`src/rtl/imem_loader_pkg.sv`:
```
// imem_loader_pkg
// Shared definitions for the instruction-memory loader: FSM state encoding,
// the PC that word 0 of instruction memory corresponds to, and the header
// length in bytes.
package imem_loader_pkg;

    typedef enum logic [2:0] {
        ST_IDLE = 3'd0,
        ST_HDR  = 3'd1,
        ST_DATA = 3'd2,
        ST_DONE = 3'd3,
        ST_ERR  = 3'd4
    } state_t;

    localparam logic [31:0] IM_BASE   = 32'h0000_3000;
    localparam int          HDR_BYTES = 4;

    // Word index in instruction memory for a given PC.
    function automatic logic [31:0] im_index(input logic [31:0] pc);
        return (pc - IM_BASE) >> 2;
    endfunction

endpackage

```
`src/rtl/imem_loader_assembler.sv`:
```
// imem_loader_assembler
// Packs a big-endian byte stream into 32-bit words. The first byte of each
// 4-byte group lands in bits [31:24].
// Ports:
//   clk, reset   clock, async active-low reset
//   clear        synchronous clear of the byte counter and shift register
//   byte_en      a byte transfers this cycle
//   in_data      stream byte
//   word_valid   combinational: this transfer completes a word
//   word         the completed word (valid with word_valid)
module imem_loader_assembler
    import imem_loader_pkg::*;
(
    input  logic        clk,
    input  logic        reset,
    input  logic        clear,
    input  logic        byte_en,
    input  logic [7:0]  in_data,
    output logic        word_valid,
    output logic [31:0] word
);

    logic [1:0]  byte_cnt;
    // Only the three earlier bytes of a word need storing; the fourth is
    // taken straight from in_data when the word completes.
    logic [23:0] shift_q;

    always_ff @(posedge clk or negedge reset) begin
        if (!reset) begin
            byte_cnt <= 2'd0;
            shift_q  <= 24'd0;
        end else if (clear) begin
            byte_cnt <= 2'd0;
            shift_q  <= 24'd0;
        end else if (byte_en) begin
            byte_cnt <= byte_cnt + 2'd1;
            shift_q  <= {shift_q[15:0], in_data};
        end
    end

    assign word_valid = byte_en && (byte_cnt == 2'(HDR_BYTES - 1));
    assign word       = {shift_q, in_data};

endmodule

```
`src/rtl/imem_loader.sv`:
```
// imem_loader
// Receives a program image as a byte stream (4-byte header N, then N words),
// writes the words into instruction memory starting at index 0 (PC 0x3000),
// and holds the CPU in reset until the image is complete.
// Ports:
//   clk, reset          clock, async active-low reset
//   in_data/in_valid    byte stream in, in_ready back-pressure out
//   restart             pulse that re-arms the loader from DONE or ERR
//   im_we/im_addr/im_wdata  instruction-memory write port
//   cpu_hold            1 keeps the core in reset
//   done / err          image loaded / header word count too large
//   words_loaded        words written since the last re-arm
module imem_loader
    import imem_loader_pkg::*;
#(
    parameter int DEPTH_LOG2 = 11,
    parameter int CNT_W      = 12
) (
    input  logic                  clk,
    input  logic                  reset,
    input  logic [7:0]            in_data,
    input  logic                  in_valid,
    output logic                  in_ready,
    input  logic                  restart,
    output logic                  im_we,
    output logic [DEPTH_LOG2-1:0] im_addr,
    output logic [31:0]           im_wdata,
    output logic                  cpu_hold,
    output logic                  done,
    output logic                  err,
    output logic [CNT_W-1:0]      words_loaded
);

    localparam logic [31:0] DEPTH_WORDS = 32'd1 << DEPTH_LOG2;

    state_t           state;
    logic [CNT_W-1:0] word_idx;
    logic [CNT_W-1:0] word_total;
    logic             xfer;
    logic             rearm;
    logic             word_valid;
    logic [31:0]      word;

    assign xfer  = in_valid && in_ready;
    assign rearm = restart && ((state == ST_DONE) || (state == ST_ERR));

    imem_loader_assembler u_asm (
        .clk        (clk),
        .reset      (reset),
        .clear      (rearm),
        .byte_en    (xfer),
        .in_data    (in_data),
        .word_valid (word_valid),
        .word       (word)
    );

    always_ff @(posedge clk or negedge reset) begin
        if (!reset) begin
            state      <= ST_IDLE;
            word_idx   <= '0;
            word_total <= '0;
            in_ready   <= 1'b1;
            im_we      <= 1'b0;
            im_addr    <= '0;
            im_wdata   <= '0;
            cpu_hold   <= 1'b1;
            done       <= 1'b0;
            err        <= 1'b0;
        end else begin
            im_we <= 1'b0;
            case (state)
                ST_IDLE: begin
                    if (xfer) state <= ST_HDR;
                end
                ST_HDR: begin
                    if (word_valid) begin
                        // Range check uses the full 32-bit header so a huge N
                        // cannot alias to a small one.
                        if (word == 32'd0) begin
                            state    <= ST_DONE;
                            in_ready <= 1'b0;
                            done     <= 1'b1;
                            cpu_hold <= 1'b0;
                        end else if (word > DEPTH_WORDS) begin
                            state    <= ST_ERR;
                            in_ready <= 1'b0;
                            err      <= 1'b1;
                        end else begin
                            word_total <= word[CNT_W-1:0];
                            state      <= ST_DATA;
                        end
                    end
                end
                ST_DATA: begin
                    if (word_valid) begin
                        im_we    <= 1'b1;
                        im_addr  <= word_idx[DEPTH_LOG2-1:0];
                        im_wdata <= word;
                        word_idx <= word_idx + CNT_W'(1);
                        if (word_idx == word_total - CNT_W'(1)) begin
                            state    <= ST_DONE;
                            in_ready <= 1'b0;
                            done     <= 1'b1;
                            cpu_hold <= 1'b0;
                        end
                    end
                end
                ST_DONE, ST_ERR: begin
                    if (restart) begin
                        state      <= ST_IDLE;
                        word_idx   <= '0;
                        word_total <= '0;
                        in_ready   <= 1'b1;
                        cpu_hold   <= 1'b1;
                        done       <= 1'b0;
                        err        <= 1'b0;
                    end
                end
                default: state <= ST_IDLE;
            endcase
        end
    end

    assign words_loaded = word_idx;

endmodule

```
`config.mk`:
```
export PLATFORM = sky130hd
export DESIGN_NAME = imem_loader
export DESIGN_NICKNAME = d
export VERILOG_FILES = /design/src/rtl/imem_loader_pkg.sv /design/src/rtl/imem_loader_assembler.sv /design/src/rtl/imem_loader.sv
export SDC_FILE = /design/constraint.sdc
export NUM_CORES = 1
export LEC_CHECK = 0
export CAP_MARGIN = 30
export CORE_UTILIZATION = 58
export DETAILED_ROUTE_END_ITERATION = 8
export PLACE_DENSITY = 0.93
export SLEW_MARGIN = 20
export SYNTH_ARGS = -nofsm -noshare
export SYNTH_HDL_FRONTEND = slang
export SYNTH_SLANG_ARGS = --single-unit
```
`constraint.sdc`:
```
create_clock -name clk -period 2.98 [get_ports clk]
set_input_delay 0.447 -clock clk [delete_from_list [all_inputs] [get_ports clk]]
set_output_delay 0.447 -clock clk [all_outputs]
set_load 0.02 [all_outputs]
```
## After elaboration in Yosys (flattened, before gate mapping)

Index checks and enable logic that the tools add are counted.

| storage, ports and cells | value |
|---|---|
| bits in registers | 101 |
| output and inout bits | 60 |
| word-level logic and storage cells | 91 |

| operators by class | value |
|---|---|
| add/subtract/negate cells | 3 |
| magnitude comparators | 1 |
| equality and inequality tests | 16 |
| multiplexer cells | 41 |
| reduce and logical (&&, ||, !) cells | 18 |

Operator list:

| kind | count |
|---|---|
| $mux 12 | 5 |
| $mux 24 | 2 |
| $pmux 12 s2 | 2 |
| $gt 32x12->1 const B | 1 |
| $logic_not 32->1 | 1 |
| $mux 3 | 7 |
| $mux 1 | 18 |
| $reduce_and 5->1 | 3 |
| $add 12x1->12 const B | 1 |
| $eq 12x12->1 | 1 |
| $ne 2x2->1 const B | 6 |
| $pmux 3 s4 | 1 |
| $reduce_and 6->1 | 2 |
| $sub 12x1->12 const B | 1 |
| $pmux 1 s3 | 3 |
| $eq 3x2->1 const B | 2 |
| $ne 2x1->1 const B | 3 |
| $reduce_bool 2->1 | 3 |
| $mux 2 | 2 |
| $eq 3x1->1 const B | 1 |
| $eq 3x3->1 const B | 1 |
| $logic_and 1x1->1 | 3 |
| $logic_not 3->1 | 1 |
| $ne 3x3->1 const B | 1 |
| 8 further kinds | 8 |

## Depth between registers and ports, before layout

Gate-level depths: netlist of the first run.

| logic depth | value |
|---|---|
| word-level depth | 5 |
| mapped depth | 8 |
| depth with buffers taken out | 8 |

## By module

A second synthesis of the first run with hierarchy kept.

| unflattened totals | value |
|---|---|
| cell total of the unflattened synthesis | 513 |
| area, all modules | 4747.1 um^2 |

By module, submodules not included:

| module | times used | cells each | area an instance (um^2) | sequential area each (um^2) |
|---|---|---|---|---|
| imem_loader | 1 | 419 | 3593.4 | 1879.3 |
| imem_loader_assembler | 1 | 94 | 1153.6 | 650.6 |

## Worst setup path before layout of the first run

No wires, ideal clock.

| timing path | value |
|---|---|
| kind | register -> register |
| start point | reg word_total[0] |
| end point | reg done |
| library setup time | 0.066 ns |
| arrival | 1.934 ns |
| data required time | 2.914 ns |
| setup slack | 0.980 ns |
| cell stages (with the launch flop) | 9 |
| cell sequence | dfrtp_1 -> inv_1 -> ha_1 -> nor2b_2 -> or3_1 -> a31o_2 -> a2111oi_4 -> o211a_1 -> a22o_1 |

| between the ends | value |
|---|---|
| cells in the longest elaborated chain, start to end | 4 |

Ends and longest elaborated chain:

| what | RTL line | RTL |
|---|---|---|
| start, declared | imem_loader.sv:38 | `logic [CNT_W-1:0] word_total;` |
| start signal, assigned | imem_loader.sv:89 | `word_total <= word[CNT_W-1:0];` |
| $sub 12x1->12 | imem_loader.sv:100 | `if (word_idx == word_total - CNT_W'(1)) begin` |
| $eq 12x12->1 | imem_loader.sv:100 |  |
| $ne 2x2->1 (no source line) | n/a |  |
| $reduce_and 6->1 (no source line) | n/a |  |
| end signal, assigned | imem_loader.sv:82 | `done <= 1'b1;` |
| end signal, assigned | imem_loader.sv:103 | `done <= 1'b1;` |
| end signal, assigned | imem_loader.sv:115 | `done <= 1'b0;` |
| end, declared | imem_loader.sv:29 | `output logic done,` |

Every way passes these cells.
A chain may end at the register's enable or synchronous reset.

## Worst setup path in the final report of the first run

| timing path | value |
|---|---|
| start point | reg state[0] |
| end point | reg word_idx[8], in the netlist words_loaded[8] |

| between the ends | value |
|---|---|
| cells in the longest elaborated chain, start to end | 4 |
| elaborated cells between the ends (all ways) | 9 |
| classes of those cells | 5 x eq/ne; 1 x mux; 3 x reduce/logical |

Ends and longest elaborated chain:

| what | RTL line | RTL |
|---|---|---|
| start, declared | imem_loader.sv:36 | `state_t state;` |
| start signal, assigned | imem_loader.sv:59 | `state <= ST_IDLE;` |
| start signal, assigned | imem_loader.sv:73 | `if (xfer) state <= ST_HDR;` |
| start signal, assigned | imem_loader.sv:80 | `state <= ST_DONE;` |
| $eq 3x2->1 or $eq 3x3->1 (tied branches) | imem_loader.sv:71 | `case (state)` |
| $reduce_or 2->1 | imem_loader.sv:71 |  |
| $ne 2x2->1 (no source line) or $reduce_bool 2->1 (tied branches) | n/a |  |
| $reduce_and 3->1 (no source line) | n/a |  |
| end signal, assigned | imem_loader.sv:99 | `word_idx <= word_idx + CNT_W'(1);` |
| end, declared | imem_loader.sv:37 | `logic [CNT_W-1:0] word_idx;` |

Several ways; a longest one is shown, not always the timed one.

==> results.sh, run 1 <==
export IMPL_outcome="finished, final reports clean"
export IMPL_number_of_global_route_vias_before_repair=3800
export IMPL_fin_ws_ns=0.545
export IMPL_synth_top_area_cell="dfrtp_1"
export IMPL_max_clock_freq_mhz=411
export IMPL_adder_and_majority_cell_fraction_of_the_synthesized_area=0.00787
export IMPL_synthDistinctLibCells=61
export IMPL_cts_buffers_inserted=9
export IMPL_clk_insertion_delay_late_ns=0.37
export IMPL_vias=3806
export IMPL_drt_iter0_drc=331
export IMPL_clock_tree_from_tritoncts="built"
export IMPL_maxSlewHeadroom=0.430
export IMPL_cts_clk_slew_worst_paths_ns=0.11
export IMPL_postRouteWirelength_mm=11.4
export IMPL_timing_final_max_slew_violations=0
export IMPL_dieArea_um2=8590
export IMPL_worstSetupPathDepth=6
export IMPL_route_detailed_drc=0
export IMPL_drt_first_pass_iters=5
export IMPL_ant_nets=0
export IMPL_worst_setup_path_type="reg2reg"
export IMPL_drive_gt1_frac=0.168
export IMPL_global_route_wire_length_before_repair_mm=18.9
export IMPL_cp_data_arrival_time_ns=2.73
export IMPL_core_area_um2=7850
export IMPL_final_hold_violation_count=0
export IMPL_power_density_cell_area_nw_per_um2=408
export IMPL_synth_compound_area_share=0.119
export IMPL_synth_edff_count=0
export IMPL_fin_crit_sh=0.817
export IMPL_library_cell_contributing_the_largest_single_delay_on_the_critical_path="or3_2"
export IMPL_finalSetupTns_ns=0
export IMPL_rsz_0062_raised_after_global_routing="no"
export IMPL_place_port_buffers=71
export IMPL_clock_sinks=101
export IMPL_post_route_min_period_ns=2.43
export IMPL_die_width_um=92.7
export IMPL_post_cts_repair_setup_buffers=0
export IMPL_maximum_number_of_pins_on_one_net_before_global_route_repair=102
export IMPL_synthArstFlopShare=1.00
export IMPL_yosys_most_used_dff="dfrtp_1"
export IMPL_destination_of_the_worst_register_to_register_timing_path="words_loaded[8]"
export IMPL_yosysWarningCount=0
export IMPL_main_combinational_cell_family_by_area_after_synthesis="simple AND/OR/NAND/NOR gates"
export IMPL_synthDominantCellAreaShare=0.520
export IMPL_crit_chain="nand2b_1 -> or3_2 -> inv_2 -> o2111ai_4 -> or3_1 -> a21oi_1"
export IMPL_ctsHoldBuffers=0
export IMPL_netlist_instances=448
export IMPL_crit_fanout=13
export IMPL_path_delay_family="simple AND/OR/NAND/NOR gates"
export IMPL_setup_violations=0
export IMPL_yosys_top_cells_count="dfrtp_1, nand2_1, mux2_2"
export IMPL_synth_net_count=463
export IMPL_timing_critical_path_from_type="flop"
export IMPL_yosys_register_bits=101
export IMPL_maxCapViolCount=0
export IMPL_synthXorXnorAreaFrac=0.0367
export IMPL_nFillCells=494
export IMPL_post_synth_top_count_cell="dfrtp_1"
export IMPL_avgViaCountPerCell=6.14
export IMPL_skew_ns=0.0115
export IMPL_peakVddDrop_mv=0.245
export IMPL_reg2reg_setup_slack_ns=0.55
export IMPL_die_height_um=92.7
export IMPL_antennaDiodeCount=0
export IMPL_synth_top_cells_by_area="dfrtp_1, mux2_2, nand2_1"
export IMPL_rd_place_congestion=0.844
export IMPL_r2r_cells=6
export IMPL_synth_seq_area_share=0.531
export IMPL_groute_usage_overall=0.286
export IMPL_postSynthAreaPerCell_um2=10.6
export IMPL_antenna_found_initial=0
export IMPL_worst_r2r_startpoint="state[0]"
export IMPL_areaGrowthSynthToFinish_pct=21.0
export IMPL_cts_repair_resized=0
export IMPL_ctsHtreeMaxLevel=3
export IMPL_crit_path_start="state[0]"
export IMPL_required_ns=3.28
export IMPL_nets=528
export IMPL_overflow=0
export IMPL_hold_class="in2async"
export IMPL_max_clock_path_buffers=2
export IMPL_critical_path_max_stage_delay_ns=0.66
export IMPL_floorplan_initialDensity=0.608
export IMPL_yosys_mux_area_fraction=0.102
export IMPL_critPathBufInv=1
export IMPL_routed_wire_length_per_instance_um=18.4
export IMPL_netlist_area_um2=4770
export IMPL_place_worst_setup_slack_ns=0.256
export IMPL_yosys_area_share_simple=0.172
export IMPL_cellLeakagePower_nw=2.60
export IMPL_endpoint_kind="flop"
export IMPL_seq_area_um2=2530
export IMPL_rows=32
export IMPL_worstMarginPinSlew_ns=0.853
export IMPL_clock_root_buffer="clkbuf_8"
export IMPL_pin_count=72
export IMPL_dpl_hpwl_mm=7.39
export IMPL_multi_input_comb_area_um2=2090
worst max-delay path by stage:
stage / endpoint
detailed placement: words_loaded[8]
finish: words_loaded[8]
global route: words_loaded[8]
global placement: words_loaded[8]
CTS: words_loaded[8]
floorplan: done
through the flow:
step                area, µm²  utilization  cells  total power, W  hold WS, ns
CTS                      5770        0.735    620         0.00236        0.139
floorplan                4770            -    448         0.00140        0.151
finish                   5770        0.735    620         0.00235        0.111
global route             5770        0.735    620         0.00242        0.141
global placement         5550        0.707    604         0.00145        0.486
detailed placement       5550        0.707    604         0.00145        0.494
final cells by class:
class	count	area share
tap	102	0.0221
multi-input combinational	314	0.362
inverter	9	0.00586
clock inverter	7	0.0161
clock buffer	9	0.0215
sequential	101	0.439
timing repair buffer	78	0.134
state kept, by name (all words and copies together) (netlist names):
name,flops
u_asm.byte_cnt,2
im_we,1
word_total,12
in_ready,1
words_loaded,12
err,1
cpu_hold,1
im_addr,11
im_wdata,32
done,1
state,3
u_asm.shift_q,24
logic make-up after synthesis:
kind of cell / count (synthesis)
DFF: 101
and+or+nand+nor: 162
buffers and inverters: 33
AOI/OAI and AO/OA: 86
muxes: 43
adders and majority gates: 3
xor gates and xnor gates: 20
cell usage in the layout, fill, tap and decap left out, drive strengths merged, types with 2 or more instances in the layout:
cell type / n
nor3: 4
inv: 12
nand2b: 3
ha: 3
nor2b: 4
clkinvlp: 2
xnor2: 7
or3: 8
xor2: 13
o2111ai: 3
and3: 2
nand2: 87
nand4: 3
nand4b: 3
or2: 2
dfstp: 2
a211oi: 2
nor4: 9
nand3: 7
clkbuf: 9
o21ai: 23
dfrtp: 99
clkdlybuf4s50: 70
and3b: 3
a31oi: 3
nor2: 19
o31ai: 3
buf: 8
a21oi: 37
mux2: 43
a22o: 2
nor3b: 4
layer usage:
layer / track usage / part of all wire
met1: 0.358 / 0.39
met2: 0.480 / 0.52
met3: 0.0558 / 0.068
met4: 0.136 / 0.025
met5: 0 / 0
power by group:
group / switching [W] / total [W] / internal (W)
registers: 0 / 0.00137 / 0.00137
clock network: 0.000522 / 0.000932 / 0.000410
logic: 0.0000371 / 0.0000537 / 0.0000166
total: 0.000559 / 0.00235 / 0.00180
No activity file was read; power rests on OpenSTA's default activity.
==> inputs of run 2 (changes only) <==
--- a/config.mk
+++ b/config.mk
@@ -6,9 +6,9 @@
 export NUM_CORES = 1
 export LEC_CHECK = 0
 export CAP_MARGIN = 30
-export CORE_UTILIZATION = 58
+export CORE_UTILIZATION = 54
 export DETAILED_ROUTE_END_ITERATION = 8
-export PLACE_DENSITY = 0.93
+export PLACE_DENSITY = 0.88
 export SLEW_MARGIN = 20
 export SYNTH_ARGS = -nofsm -noshare
 export SYNTH_HDL_FRONTEND = slang
==> constraint.sdc (replaced) <==
create_clock -name clk -period 2.5 [get_ports clk]
set_input_delay 0.375 -clock clk [delete_from_list [all_inputs] [get_ports clk]]
set_output_delay 0.375 -clock clk [all_outputs]
set_load 0.02 [all_outputs]
==> run 2 against run 1 <==
Register-to-register slack worse by 0.39 ns. Sequential share of layout area fell by 0.49 points. Highest routed layer unchanged. First-iteration DRC count shrank 11%. Combinational power is 30% higher.
==> results.sh, run 2 (synthesis gave the netlist of run 1 again) <==
export IMPL_maxCapViolCount=0
export IMPL_required_ns=2.78
export IMPL_rd_place_congestion=0.835
export IMPL_antenna_found_initial=0
export IMPL_die_height_um=96.0
export IMPL_pwr_share_comb=0.026
export IMPL_worst_setup_path_type="reg2reg"
export IMPL_finalSetupTns_ns=0
export IMPL_r2r_cells=8
export IMPL_peakVddDrop_mv=0.315
export IMPL_registers_top_by_ff_count="im_wdata"
export IMPL_clk_insertion_delay_late_ns=0.37
export IMPL_drive_gt1_frac=0.179
export IMPL_global_route_wire_length_before_repair_mm=17.7
export IMPL_cp_data_arrival_time_ns=2.63
export IMPL_library_cell_contributing_the_largest_single_delay_on_the_critical_path="dfrtp_1"
export IMPL_dieArea_um2=9210
export IMPL_floorplan_initialDensity=0.569
export IMPL_drt_iter0_drc=294
export IMPL_route_detailed_drc=0
export IMPL_mostFrequentLayoutCell="dfrtp_1"
export IMPL_core_area_um2=8380
export IMPL_cts_clk_slew_worst_paths_ns=0.10
export IMPL_place_port_buffers=71
export IMPL_instances_no_fill=631
export IMPL_post_cts_repair_setup_buffers=0
export IMPL_dpl_hpwl_mm=7.40
export IMPL_endpoint_kind="flop"
export IMPL_cellInternalPower_w=0.00203
export IMPL_part_of_the_power_in_registers=0.610
export IMPL_post_route_min_period_ns=2.35
export IMPL_die_width_um=96.0
export IMPL_max_ffs_per_register=32
export IMPL_cts_buffers_inserted=9
export IMPL_max_clock_path_buffers=2
export IMPL_critical_path_max_stage_delay_ns=0.43
export IMPL_top_regs="im_wdata x32, u_asm.shift_q x24"
export IMPL_overflow=0
export IMPL_routed_wire_length_per_instance_um=17.0
export IMPL_vias=3748
export IMPL_antennaDiodeCount=0
export IMPL_hold_class="in2async"
export IMPL_areaGrowthSynthToFinish_pct=22.3
export IMPL_groute_usage_overall=0.254
export IMPL_nets=537
export IMPL_power_switching_w=0.000642
export IMPL_cellLeakagePower_nw=2.63
export IMPL_placedCellCount=615
export IMPL_layout_common_cells="dfrtp_1, nand2_1, clkdlybuf4s50_1"
export IMPL_power_density_cell_area_nw_per_um2=459
export IMPL_rows=33
export IMPL_timing_critical_path_from_type="flop"
export IMPL_p_sw_frac=0.240
export IMPL_ant_nets=0
export IMPL_setup_violations=0
export IMPL_ctsHtreeMaxLevel=3
export IMPL_avgViaCountPerCell=5.94
export IMPL_fin_crit_sh=0.939
export IMPL_number_of_global_route_vias_before_repair=3594
export IMPL_skew_ns=0.0146
export IMPL_final_hold_violation_count=0
export IMPL_drt_first_pass_iters=5
export IMPL_p_clk_frac=0.363
export IMPL_crit_chain="inv_1 -> ha_1 -> nor2b_2 -> or3_1 -> a31o_2 -> a2111oi_4 -> o211ai_1 -> a31oi_1"
export IMPL_pin_count=72
export IMPL_clock_tree_from_tritoncts="built"
export IMPL_timing_final_max_slew_violations=0
export IMPL_outcome="finished, final reports clean"
export IMPL_max_clock_freq_mhz=426
export IMPL_rsz_0062_raised_after_global_routing="no"
export IMPL_maximum_number_of_pins_on_one_net_before_global_route_repair=90
export IMPL_crit_fanout=5
export IMPL_worstMarginPinSlew_ns=0.807
export IMPL_maxSlewHeadroom=0.461
export IMPL_clock_sinks=101
export IMPL_postRouteWirelength_mm=10.7
export IMPL_clock_root_buffer="clkbuf_8"
[run 2: cell types whose count changed in the layout (fill, tap and decap cells not counted), sizes merged]
cell         previous run  this run
buf                     8        16
bufinv                  1         0
clkinv                  1         3
clkinvlp                2         1
dlygate4sd3             0         1
inv                    12        11
[run 2: worst paths after layout]
| check | startpoint | end | slack, ns |
|---|---|---|---|
| worst max-delay path | word_total[0] | state[0] | 0.15 |
| worst min-delay path | reset | im_wdata[8] | 0.39 |
| worst max register to register | word_total[0] | state[0] | 0.15 |
| worst min register to register | im_addr[9] | im_addr[9] | 0.51 |
| max in group asynchronous | reset | cpu_hold | 1.38 |
| min in group clk | im_addr[9] | im_addr[9] | 0.51 |
[run 2: what timing repair did]
action | in CTS | in global routing
hold buffers | 1 | 0
endpoints found under the hold margin | 12 | 0
gates resized for setup | 0 | 0
setup endpoints to repair | 0 | 0
[run 2: critical path, delay by kind of cell (launching register included)]
family	cells	cell delay, ns
AO/OA/AOI/OAI	4	0.97
AND/OR/NAND/NOR	2	0.55
flip-flops	1	0.43
adder cells (fa/ha/maj)	1	0.23
buffers and inverters	1	0.09
[run 2: power groups by stage]
stage / combinational [W] / clock (W) / sequential, W
2_1_floorplan: 0.00000282 / 0 / 0.00167
3_3_place_gp: 0.0000681 / 0 / 0.00166
3_5_place_dp: 0.0000701 / 0 / 0.00166
4_1_cts: 0.0000716 / 0.000985 / 0.00163
5_1_grt: 0.0000776 / 0.00104 / 0.00163
6_report: 0.0000700 / 0.000972 / 0.00163
[run 2: routing by layer]
metal | global-route usage | wire length [µm] | vias up
li1 | - | - | 1702
met1 | 0.343 | 4490 | 1844
met2 | 0.410 | 5290 | 176
met3 | 0.0395 | 756 | 26
met4 | 0.107 | 207 | 0
met5 | 0 | 0 | -
[run 2: cell type report]
class	instances	area [µm²]
repair buffers	87	868
inverters	9	33.8
well taps	105	131
clock inverters	6	58.8
clock buffers	9	124
flip-flops and latches	101	2530
multi-input cells	314	2090
fillers	600	2550
[run 2: per-stage QoR]
step / cell area (µm²) / utilization / hold slack, ns / power [W] / setup WS, ns
after global routing: 5830 / 0.696 / 0.386 / 0.00275 / 0.0614
after floorplan: 4770 / - / 0.0794 / 0.00167 / 0.500
final: 5830 / 0.696 / 0.388 / 0.00267 / 0.151
after detailed placement: 5640 / 0.673 / 0.230 / 0.00173 / 0.101
after global placement: 5640 / 0.673 / 0.228 / 0.00173 / 0.189
after CTS: 5830 / 0.696 / 0.380 / 0.00269 / 0.208
==> inputs of run 3 (changes only) <==
--- a/config.mk
+++ b/config.mk
@@ -6,7 +6,9 @@
 export NUM_CORES = 1
 export LEC_CHECK = 0
 export CAP_MARGIN = 30
+export CORE_MARGIN = 10
 export CORE_UTILIZATION = 54
+export CTS_CLUSTER_SIZE = 20
 export DETAILED_ROUTE_END_ITERATION = 8
 export PLACE_DENSITY = 0.88
 export SLEW_MARGIN = 20
==> run 3 against run 2 <==
Utilization decreased by 2.2 points. Sequential cell count stayed put. Routed wire length grew 5.8%. Largest cell class unchanged. Total power increased by 4.3%. Global-route usage down 8.2 points. Clock-buffer cell count is the same.
==> results.sh, run 3 (synthesis gave the netlist of run 1 again) <==
export IMPL_rows=34
export IMPL_cts_buffers_inserted=9
export IMPL_setup_violations=0
export IMPL_registers_top_by_ff_count="im_wdata"
export IMPL_rd_place_congestion=0.940
export IMPL_clock_sinks=101
export IMPL_nets=536
export IMPL_areaGrowthSynthToFinish_pct=22.7
export IMPL_outcome="finished, final reports clean"
export IMPL_drt_iter0_drc=304
export IMPL_rsz_0062_raised_after_global_routing="no"
export IMPL_die_width_um=114
export IMPL_finalPower_w=0.00279
export IMPL_ctsHtreeMaxLevel=3
export IMPL_global_route_wire_length_before_repair_mm=18.4
export IMPL_peakVddDrop_mv=0.281
export IMPL_ant_nets=0
export IMPL_groute_usage_overall=0.172
export IMPL_clock_root_buffer="clkbuf_8"
export IMPL_maxSlewHeadroom=0.437
export IMPL_finalSetupTns_ns=0
export IMPL_skew_ns=0.0127
export IMPL_post_cts_repair_setup_buffers=0
export IMPL_drt_first_pass_iters=5
export IMPL_max_ffs_per_register=32
export IMPL_max_clock_freq_mhz=444
export IMPL_place_port_buffers=71
export IMPL_maximum_number_of_pins_on_one_net_before_global_route_repair=69
export IMPL_required_ns=2.81
export IMPL_dieArea_um2=13000
export IMPL_drive_gt1_frac=0.179
export IMPL_worst_setup_path_type="reg2reg"
export IMPL_hold_class="in2async"
export IMPL_worstMarginPinSlew_ns=0.843
export IMPL_dpl_hpwl_mm=8.15
export IMPL_antennaDiodeCount=0
export IMPL_post_route_min_period_ns=2.25
export IMPL_final_hold_violation_count=0
export IMPL_clock_tree_from_tritoncts="built"
export IMPL_nFillCells=628
export IMPL_fin_crit_sh=0.901
export IMPL_timing_final_max_slew_violations=0
export IMPL_top_regs="im_wdata x32, u_asm.shift_q x24"
export IMPL_antenna_found_initial=0
export IMPL_instances_no_fill=634
export IMPL_timing_critical_path_from_type="flop"
export IMPL_maxCapViolCount=0
export IMPL_clk_insertion_delay_late_ns=0.37
export IMPL_pin_count=72
export IMPL_avgViaCountPerCell=5.80
export IMPL_crit_fanout=5
export IMPL_cp_data_arrival_time_ns=2.56
export IMPL_power_density_cell_area_nw_per_um2=477
export IMPL_worst_r2r_startpoint="word_total[0]"
export IMPL_crit_path_start="word_total[0]"
export IMPL_cellLeakagePower_nw=2.64
export IMPL_core_area_um2=8680
export IMPL_max_clock_path_buffers=2
export IMPL_endpoint_kind="flop"
export IMPL_routed_wire_length_per_instance_um=17.9
export IMPL_floorplan_initialDensity=0.549
export IMPL_mostFrequentLayoutCell="dfrtp_1"
export IMPL_cts_clk_slew_worst_paths_ns=0.11
export IMPL_overflow=0
export IMPL_route_detailed_drc=0
export IMPL_placedCellCount=617
export IMPL_number_of_global_route_vias_before_repair=3724
export IMPL_vias=3678
export IMPL_postRouteWirelength_mm=11.4
export IMPL_layout_common_cells="dfrtp_1, nand2_1, clkdlybuf4s50_1"
export IMPL_die_height_um=114
-- run 3: final cells by class --
cell class                 count  area (µm²)  area share
sequential                   101        2530       0.433
inverter                       9        33.8     0.00578
clock buffer                   9         124      0.0212
timing repair buffer          86         848       0.145
multi-input combinational    314        2090       0.357
tap                          108         135      0.0231
clock inverter                 7        91.3      0.0156
-- run 3: power by group --
part           internal (W)  leakage (nW)  switching (W)  total (W)
combinational     0.0000218          1.16      0.0000439  0.0000657
sequential          0.00163          1.38              0    0.00163
clock              0.000487         0.105       0.000605    0.00109
-- run 3: critical path, stage by stage, from the launching register on --
cell and delay, ns:
dfrtp_1 0.42, inv_1 0.08, ha_1 0.23, nor2b_2 0.20, or3_1 0.37, a31o_2 0.26
a2111oi_4 0.25, o211a_1 0.25, a22o_1 0.14
-- run 3: repair_timing --
item / 4_1_cts / 5_1_grt
gates resized for setup: 0 / 0
hold buffers: 1 / 0
endpoints found under the hold margin: 31 / 0
-- run 3: metrics by stage --
step / hold slack [ns] / worst slack [ns] / utilization / instance area (µm²)
floorplan: 0.0794 / 0.500 / - / 4770
global placement: 0.352 / 0.156 / 0.648 / 5620
detailed placement: 0.361 / 0.0553 / 0.648 / 5620
CTS: 0.490 / 0.270 / 0.674 / 5850
global route: 0.522 / 0.149 / 0.674 / 5850
finish: 0.482 / 0.248 / 0.674 / 5850
-- run 3: path summary, 6_finish.rpt --
kind | end | slack, ns | depth (start not counted)
worst max-delay path | done | 0.25 | 8
worst min-delay path | im_addr[7] | 0.48 | 2
worst max register to register | done | 0.25 | 8
worst min register to register | done | 0.51 | 1
max in group asynchronous | u_asm.shift_q[0] | 1.31 | 3
min in group clk | done | 0.51 | 1
-- run 3: layer usage --
metal | GRT usage | vias to the layer above | share of wire
li1 | - | 1714 | -
met3 | 0.0415 | 8 | 0.064
met5 | 0 | - | 0
met2 | 0.286 | 134 | 0.50
met1 | 0.215 | 1822 | 0.42
met4 | 0.0543 | 0 | 0.0091
